File: config.mk
export PLATFORM = sky130hd
export DESIGN_NAME = dwt_lift_step
export DESIGN_NICKNAME = d
export VERILOG_FILES = /design/src/rtl/dwt_lift_step.sv
export SDC_FILE = /design/constraint.sdc
export NUM_CORES = 1
export LEC_CHECK = 0
export ABC_AREA = 1
export CAP_MARGIN = 20
export CORE_MARGIN = 4
export CORE_UTILIZATION = 50
export DETAILED_ROUTE_END_ITERATION = 16
export GPL_TIMING_DRIVEN = 0
export PLACE_DENSITY = 0.75
export SYNTH_ARGS = -nofsm -noshare
export SYNTH_HDL_FRONTEND = slang
export SYNTH_SLANG_ARGS = --single-unit
File: constraint.sdc
create_clock -name clk_i -period 6.5 [get_ports clk_i]
set_clock_uncertainty 0.1 [all_clocks]
set_input_delay 1.3 -clock clk_i [delete_from_list [all_inputs] [get_ports clk_i]]
set_output_delay 1.3 -clock clk_i [all_outputs]
set_load 0.02 [all_outputs]
File: src/rtl/dwt_lift_step.sv
// One 9/7 lifting step, data_o = center + K*(left + right), as a 3-register valid/ready pipeline.
// A beat presented in cycle k is on data_o in cycle k+3; stalls freeze every stage, bubbles are kept.
module dwt_lift_step #(
    parameter int DataWidth = 16,
    parameter int DataPoint = 10,
    parameter int CoefWidth = 16,
    parameter int CoefPoint = 14,
    parameter int Coef      = -25987
) (
    input  logic                        clk_i,
    input  logic                        rst_i,
    input  logic signed [DataWidth-1:0] left_i,
    input  logic signed [DataWidth-1:0] center_i,
    input  logic signed [DataWidth-1:0] right_i,
    input  logic                        valid_i,
    output logic                        ready_o,
    output logic signed [DataWidth-1:0] data_o,
    output logic                        valid_o,
    input  logic                        ready_i,
    output logic                        sat_o
);

    localparam int SumWidth  = DataWidth + 1;
    localparam int ProdWidth = SumWidth + CoefWidth;
    localparam int ProdPoint = DataPoint + CoefPoint;
    // Product carries DataPoint+CoefPoint fraction bits; drop back to the sample point.
    localparam int Shift     = ProdPoint - DataPoint;

    localparam logic signed [CoefWidth-1:0] CoefVal   = CoefWidth'(Coef);
    localparam logic signed [ProdWidth-1:0] RoundBias = ProdWidth'(2 ** (Shift - 1));
    localparam logic signed [ProdWidth-1:0] SatMax    =
        {{(ProdWidth - DataWidth + 1){1'b0}}, {(DataWidth - 1){1'b1}}};
    localparam logic signed [ProdWidth-1:0] SatMin    =
        {{(ProdWidth - DataWidth + 1){1'b1}}, {(DataWidth - 1){1'b0}}};

    logic en;

    logic                        s1_vld;
    logic signed [SumWidth-1:0]  s1_sum;
    logic signed [DataWidth-1:0] s1_ctr;

    logic                        s2_vld;
    logic signed [ProdWidth-1:0] s2_prod;
    logic signed [DataWidth-1:0] s2_ctr;

    logic signed [ProdWidth-1:0] sum_ext;
    logic signed [ProdWidth-1:0] coef_ext;
    logic signed [ProdWidth-1:0] prod;

    logic signed [ProdWidth-1:0] rnd;
    logic signed [ProdWidth-1:0] shr;
    logic signed [ProdWidth-1:0] ctr_ext;
    logic signed [ProdWidth-1:0] res;
    logic                        sat_hi;
    logic                        sat_lo;
    logic signed [DataWidth-1:0] res_clamped;

    // The whole pipe moves together, so an empty output slot never lets upstream bubbles collapse.
    assign en      = !valid_o || ready_i;
    assign ready_o = en;

    always_ff @(posedge clk_i) begin
        if (rst_i) begin
            s1_vld <= 1'b0;
            s1_sum <= '0;
            s1_ctr <= '0;
        end else if (en) begin
            s1_vld <= valid_i;
            s1_sum <= {left_i[DataWidth-1], left_i} + {right_i[DataWidth-1], right_i};
            s1_ctr <= center_i;
        end
    end

    always_comb begin
        sum_ext  = {{CoefWidth{s1_sum[SumWidth-1]}}, s1_sum};
        coef_ext = {{SumWidth{CoefVal[CoefWidth-1]}}, CoefVal};
        prod     = sum_ext * coef_ext;
    end

    always_ff @(posedge clk_i) begin
        if (rst_i) begin
            s2_vld  <= 1'b0;
            s2_prod <= '0;
            s2_ctr  <= '0;
        end else if (en) begin
            s2_vld  <= s1_vld;
            s2_prod <= prod;
            s2_ctr  <= s1_ctr;
        end
    end

    // Adding half an LSB before the arithmetic shift rounds ties toward +inf.
    always_comb begin
        rnd     = s2_prod + RoundBias;
        shr     = rnd >>> Shift;
        ctr_ext = {{(ProdWidth - DataWidth){s2_ctr[DataWidth-1]}}, s2_ctr};
        res     = shr + ctr_ext;
        sat_hi  = res > SatMax;
        sat_lo  = res < SatMin;
        if (sat_hi) begin
            res_clamped = {1'b0, {(DataWidth - 1){1'b1}}};
        end else if (sat_lo) begin
            res_clamped = {1'b1, {(DataWidth - 1){1'b0}}};
        end else begin
            res_clamped = res[DataWidth-1:0];
        end
    end

    always_ff @(posedge clk_i) begin
        if (rst_i) begin
            valid_o <= 1'b0;
            data_o  <= '0;
            sat_o   <= 1'b0;
        end else if (en) begin
            valid_o <= s2_vld;
            data_o  <= res_clamped;
            sat_o   <= sat_hi || sat_lo;
        end
    end

    assert property (@(posedge clk_i) disable iff (rst_i) valid_o |-> !$isunknown(data_o));

endmodule

==> flow_summary.toml, run 1 <==
[status]
status = "finished clean"

[yosys]
synth_edf_count = 0
ys_seq_area_frac = 0.1501
yosys.area_share.simple = 0.1581
syn-num-nets = 1889
synth_xor_area_frac = 0.03468
synth_fa_ha_area_frac = 0.3881
yosysWarningCount = 0
yosysUniqueCellTypes = 47
synth_top_family_by_area = "adder cells"
avgSynthCellArea_sq_um = 7.668
synth-compound-area-share = 0.1269
netlist_instances = 1548
synth_mux_area_frac = 0
ys_ff_latch = 89
syn-cell-area_sq_mm = 0.01187
ys.flop_type = "dfxtp_1"
async_flop_share = 0

[worst_setup_path]
crit_fanout = 5
rr_worst_depth = 22
required_ns = 6.64
start_kind = "flop"
endpoint_kind = "flop"
cp.arrival_ns = 6.30
path_class = "reg2reg"

[final_layout]
diodes = 0
nets = 1970
layout-drive-gt1-share = 0.04590
fill_cells = 2234
areaGrowthSynthToFinish_pct = 12.10
utilization = 0.5686

[clock_network]
clkSinkCount = 89
cts_made_buffers = 9
cts_tree = "built"
cts_hold_buffers = 0
ctsHtreeMaxLevel = 3
worstSkewPairLatency_ns = 0.35
clock_path_buffers = 2
root_buffer = "clkbuf_16"
clk_pin_slew_ns = 0.07

[routing]
drtPass1Iterations = 5
wl_per_cell_um = 15.46
wirelength_um = 30190
num_vias = 9827
ant_nets = 0
drc = 0
drtIter0Drc = 559
via_per_inst = 5.032

[floorplan]
ios = 71
chipWidth_um = 162.1
core_sq_mm = 0.02340
dieArea_sq_mm = 0.02627
die_y_um = 162.1
row_count = 56
start_util = 0.5072

[timing]
fin_tns_setup_ns = 0
report.final.setup_viol = 0
final.period_utilization = 0.9484
rsz0062_at_grt = "no"
maxSlewViolCount = 0
slew_headroom = 0.5027
layout_min_cycle_time_ns = 6.165
hold_viol_final = 0
holdWs_ns = 0.3635
setup_ws_ns = 0.3355
max_freq_mhz = 162.2
tightest_slew_ns = 0.7460

[min_path]
hold_class = "reg2reg"
min_path_cells = 2

[global_routing]
grt_pass1_vias = 9805
grt_max_degree = 25
grt_antenna_before_repair = 0
grt_pass1_wl_um = 49940
globalRouteOverflowTotal = 0
track_usage = 0.2392

[place]
place.gp.congestion = 0.9603
port_buffers = 70
hpwl_um = 26370
pre_cts_ws_ns = 0.3074

[flow_run]
max_cap_violations = 0
[kinds of logic (layout without fill, tap and decap cells)]
kind of cell,Yosys count,in the layout
buffers and inverters,443,529
xor gates and xnor gates,47,47
and+or+nand+nor,422,422
adders and majority gates,289,289
DFF,89,89
AOI/OAI and AO/OA,258,258
[per-layer routing]
metal	wire, um	vias to the layer above	track usage
met2	13170	290	0.3794
met1	14250	4557	0.3444
met4	665	0	0.05652
met5	0	-	0
met3	2104	36	0.04060
li1	-	4944	-
[synth_stat cells, drive strengths merged (2+ instances only)]
cell / instances / area share
a211oi: 2 / 0.0013
a21boi: 3 / 0.0019
a21o: 7 / 0.0044
a21oi: 94 / 0.044
a221oi: 2 / 0.0015
a31o: 2 / 0.0015
a31oi: 4 / 0.0021
and2: 3 / 0.0016
and3: 2 / 0.0011
buf: 4 / 0.0033
clkbuf: 24 / 0.0076
dfxtp: 89 / 0.15
fa: 132 / 0.22
ha: 157 / 0.17
inv: 415 / 0.13
nand2: 203 / 0.068
nand3: 50 / 0.024
nand3b: 4 / 0.0036
nand4: 11 / 0.0063
nor2: 135 / 0.045
nor3: 9 / 0.0042
nor4: 3 / 0.0021
o211ai: 19 / 0.012
o21ai: 102 / 0.043
o21bai: 18 / 0.011
o221ai: 2 / 0.0015
o31ai: 2 / 0.0013
xnor2: 13 / 0.0096
xor2: 34 / 0.025
[layout make-up]
cell class                      instances  area, sq um  share of cell area
Clock buffer                           10        239.0             0.01796
Clock inverter                          6        96.34            0.007240
Multi-Input combinational cell       1016         8402              0.6314
Sequential cell                        89         1783              0.1340
Tap cell                              319        399.1             0.03000
Inverter                              415         1558              0.1171
Buffer                                 28        128.9            0.009685
Timing Repair Buffer                   70        700.7             0.05266
[worst max-delay path, stage by stage (launching register included)]
cell      delay [ns]
dfxtp_1         0.56
inv_1           0.23
fa_1            0.66
inv_1           0.08
fa_1            0.39
inv_1           0.09
fa_1            0.40
inv_1           0.08
fa_1            0.45
fa_1            0.55
inv_1           0.06
fa_1            0.53
inv_1           0.04
ha_1            0.36
a21oi_1         0.20
a21boi_0        0.39
o21ai_0         0.15
nand2_1         0.10
o211ai_1        0.14
a21oi_1         0.16
o21ai_0         0.14
o211ai_1        0.12
inv_1           0.05
[sequential cells by signal, summed over array words and instances, names as in the netlist]
name     cells
s2_prod     20
s1_sum      17
data_o      16
s1_ctr      16
s2_ctr      16
s1_vld       1
s2_vld       1
sat_o        1
valid_o      1
[cells in the final DEF (no fill, tap or decap), drive strengths merged, types with 50 or more instances in the layout]
master and count:
fa 132, nand2 203, a21oi 94, nand3 50, nor2 135, inv 418
o21ai 102, clkdlybuf4s50 70, dfxtp 89, ha 157
[through the flow]
stage	cell area, sq um	instances
final	13310	1953
after detailed placement	12970	1937
after floorplan	11870	1548
after global routing	13310	1953
after CTS	13310	1953
after global placement	12970	1937
[repair_timing]
action / CTS / global route
setup buffers: 0 / 0
setup endpoints to repair: 0 / 2
resized for setup: 0 / 1
[worst paths after layout]
path	start	end	slack, ns
max	s1_sum[11]	s2_prod[25]	0.34
min	s2_vld	s2_vld	0.36
max reg2reg	s1_sum[11]	s2_prod[25]	0.34
min reg2reg	s2_vld	s2_vld	0.36
Power of run 1 is not shown: default switching activity piles up to over one toggle a cycle in this logic, so the estimate is an artifact.
==> inputs of run 2 (changes only) <==
--- a/config.mk
+++ b/config.mk
@@ -7,7 +7,6 @@
 export LEC_CHECK = 0
 export ABC_AREA = 1
 export CAP_MARGIN = 20
-export CORE_MARGIN = 4
 export CORE_UTILIZATION = 50
 export DETAILED_ROUTE_END_ITERATION = 16
 export GPL_TIMING_DRIVEN = 0
==> flow_summary.toml, run 2 (synthesized netlist as in run 1, its figures left out) <==
[clock_network]
ctsHtreeMaxLevel = 3
root_buffer = "clkbuf_16"
cts_made_buffers = 9
post_cts_buffers = 0
clock_path_buffers = 2
cts_tree = "built"
worstSkewPairLatency_ns = 0.36
clkSinkCount = 89
clk_pin_slew_ns = 0.07

[timing]
maxSlewViolCount = 0
tightest_slew_ns = 0.7309
max_freq_mhz = 163.2
report.final.setup_viol = 0
hold_viol_final = 0
layout_min_cycle_time_ns = 6.128
final.period_utilization = 0.9427
slew_headroom = 0.5110
rsz0062_at_grt = "no"
fin_tns_setup_ns = 0

[global_routing]
track_usage = 0.2643
grt_pass1_vias = 9870
globalRouteOverflowTotal = 0
grt_pass1_wl_um = 49820
grt_max_degree = 25
grt_antenna_before_repair = 0

[final_layout]
fin_area_sq_mm = 0.01328
layout_commonest_cell = "inv_1"
regMostFlops = "s2_prod"
diodes = 0
mostFrequentLayoutCells = "inv_1, nand2_1, ha_1"
nets = 1970
areaGrowthSynthToFinish_pct = 11.86
utilization = 0.5674
reg_top3 = "s2_prod (20), s1_sum (17)"
layout-drive-gt1-share = 0.04590
largest_reg_flops = 20

[place]
place.gp.congestion = 0.9550
placed_cell_area_sq_mm = 0.01297
hpwl_um = 25820
port_buffers = 70

[worst_setup_path]
rr_worst_depth = 21
required_ns = 6.70
start_kind = "flop"
crit_fanout = 6
cp.arrival_ns = 6.33
endpoint_kind = "flop"
path_class = "reg2reg"

[floorplan]
dieArea_sq_mm = 0.02436
start_util = 0.5072
row_count = 56
die_y_um = 156.1
core_sq_mm = 0.02340
ios = 71
chipWidth_um = 156.1

[routing]
wirelength_um = 29880
drtPass1Iterations = 5
ant_nets = 0
drc = 0
wl_per_cell_um = 15.30
via_per_inst = 5.080
drtIter0Drc = 577
num_vias = 9921

[status]
status = "finished clean"

[min_path]
hold_class = "reg2reg"
min_path_cells = 2

[flow_run]
max_cap_violations = 0
run 2: changes by cell type in the layout (fill, tap and decap cells not counted):
cell | previous run | this run
clkinvlp_4 | 1 | 0
inv_8 | 1 | 2
clkinv_4 | 0 | 1
bufinv_16 | 2 | 0
clkinv_8 | 0 | 2
clkbuf_8 | 1 | 0
run 2: through the flow:
stage          cells  worst slack (ns)  hold WS, ns
6_report        1953            0.3724       0.3644
5_1_grt         1953           0.03352       0.3901
4_1_cts         1953            0.2826       0.3597
3_5_place_dp    1937            0.3090       0.3504
3_3_place_gp    1937            0.3791       0.3430
2_1_floorplan   1548             1.149       0.3297
run 2: worst max-delay path, stage by stage, from the launching register on:
cell	delay (ns)
dfxtp_1	0.55
inv_1	0.22
fa_1	0.58
fa_1	0.53
fa_1	0.52
inv_1	0.05
fa_1	0.48
fa_1	0.57
inv_1	0.06
fa_1	0.53
inv_1	0.04
ha_1	0.38
nand2_1	0.09
nor2_1	0.14
inv_1	0.09
nor3_1	0.22
nand3_1	0.11
o211ai_1	0.33
a21oi_1	0.11
o21ai_0	0.16
o211ai_1	0.14
inv_1	0.08
run 2: cell type report:
cell class / count / area, sq um
Multi-Input combinational cell: 1016 / 8402
Fill cell: 2231 / 10120
Sequential cell: 89 / 1783
Clock buffer: 9 / 225.2
Buffer: 28 / 128.9
Inverter: 415 / 1558
Clock inverter: 7 / 81.33
Timing Repair Buffer: 70 / 700.7
Tap cell: 319 / 399.1
run 2: per-layer routing:
metal	vias up	GRT usage	wire, um
li1	4958	-	-
met1	4663	0.3708	14130
met2	264	0.4256	13410
met3	36	0.03417	1664
met4	0	0.07516	682
met5	-	0	0
run 2: timing repair:
action | in CTS | in global routing
resized for setup | 0 | 1
hold buffers | 0 | 0
setup endpoints to repair | 0 | 2
run 2: final timing paths:
kind	start	endpoint	slack, ns
setup / recovery	s1_sum[11]	s2_prod[25]	0.37
hold / removal	s2_vld	s2_vld	0.36
setup reg to reg	s1_sum[11]	s2_prod[25]	0.37
hold reg to reg	s2_vld	s2_vld	0.36
Power of run 2 is left out for the same reason.
==> inputs of run 3 (changes only) <==
--- a/config.mk
+++ b/config.mk
@@ -11,6 +11,7 @@
 export DETAILED_ROUTE_END_ITERATION = 16
 export GPL_TIMING_DRIVEN = 0
 export PLACE_DENSITY = 0.75
+export SETUP_SLACK_MARGIN = 0.02
 export SYNTH_ARGS = -nofsm -noshare
 export SYNTH_HDL_FRONTEND = slang
 export SYNTH_SLANG_ARGS = --single-unit
==> results of run 3 <==
Final layout, timing and power as in run 2 (identical DEF).
Power of run 3 is left out for the same reason.
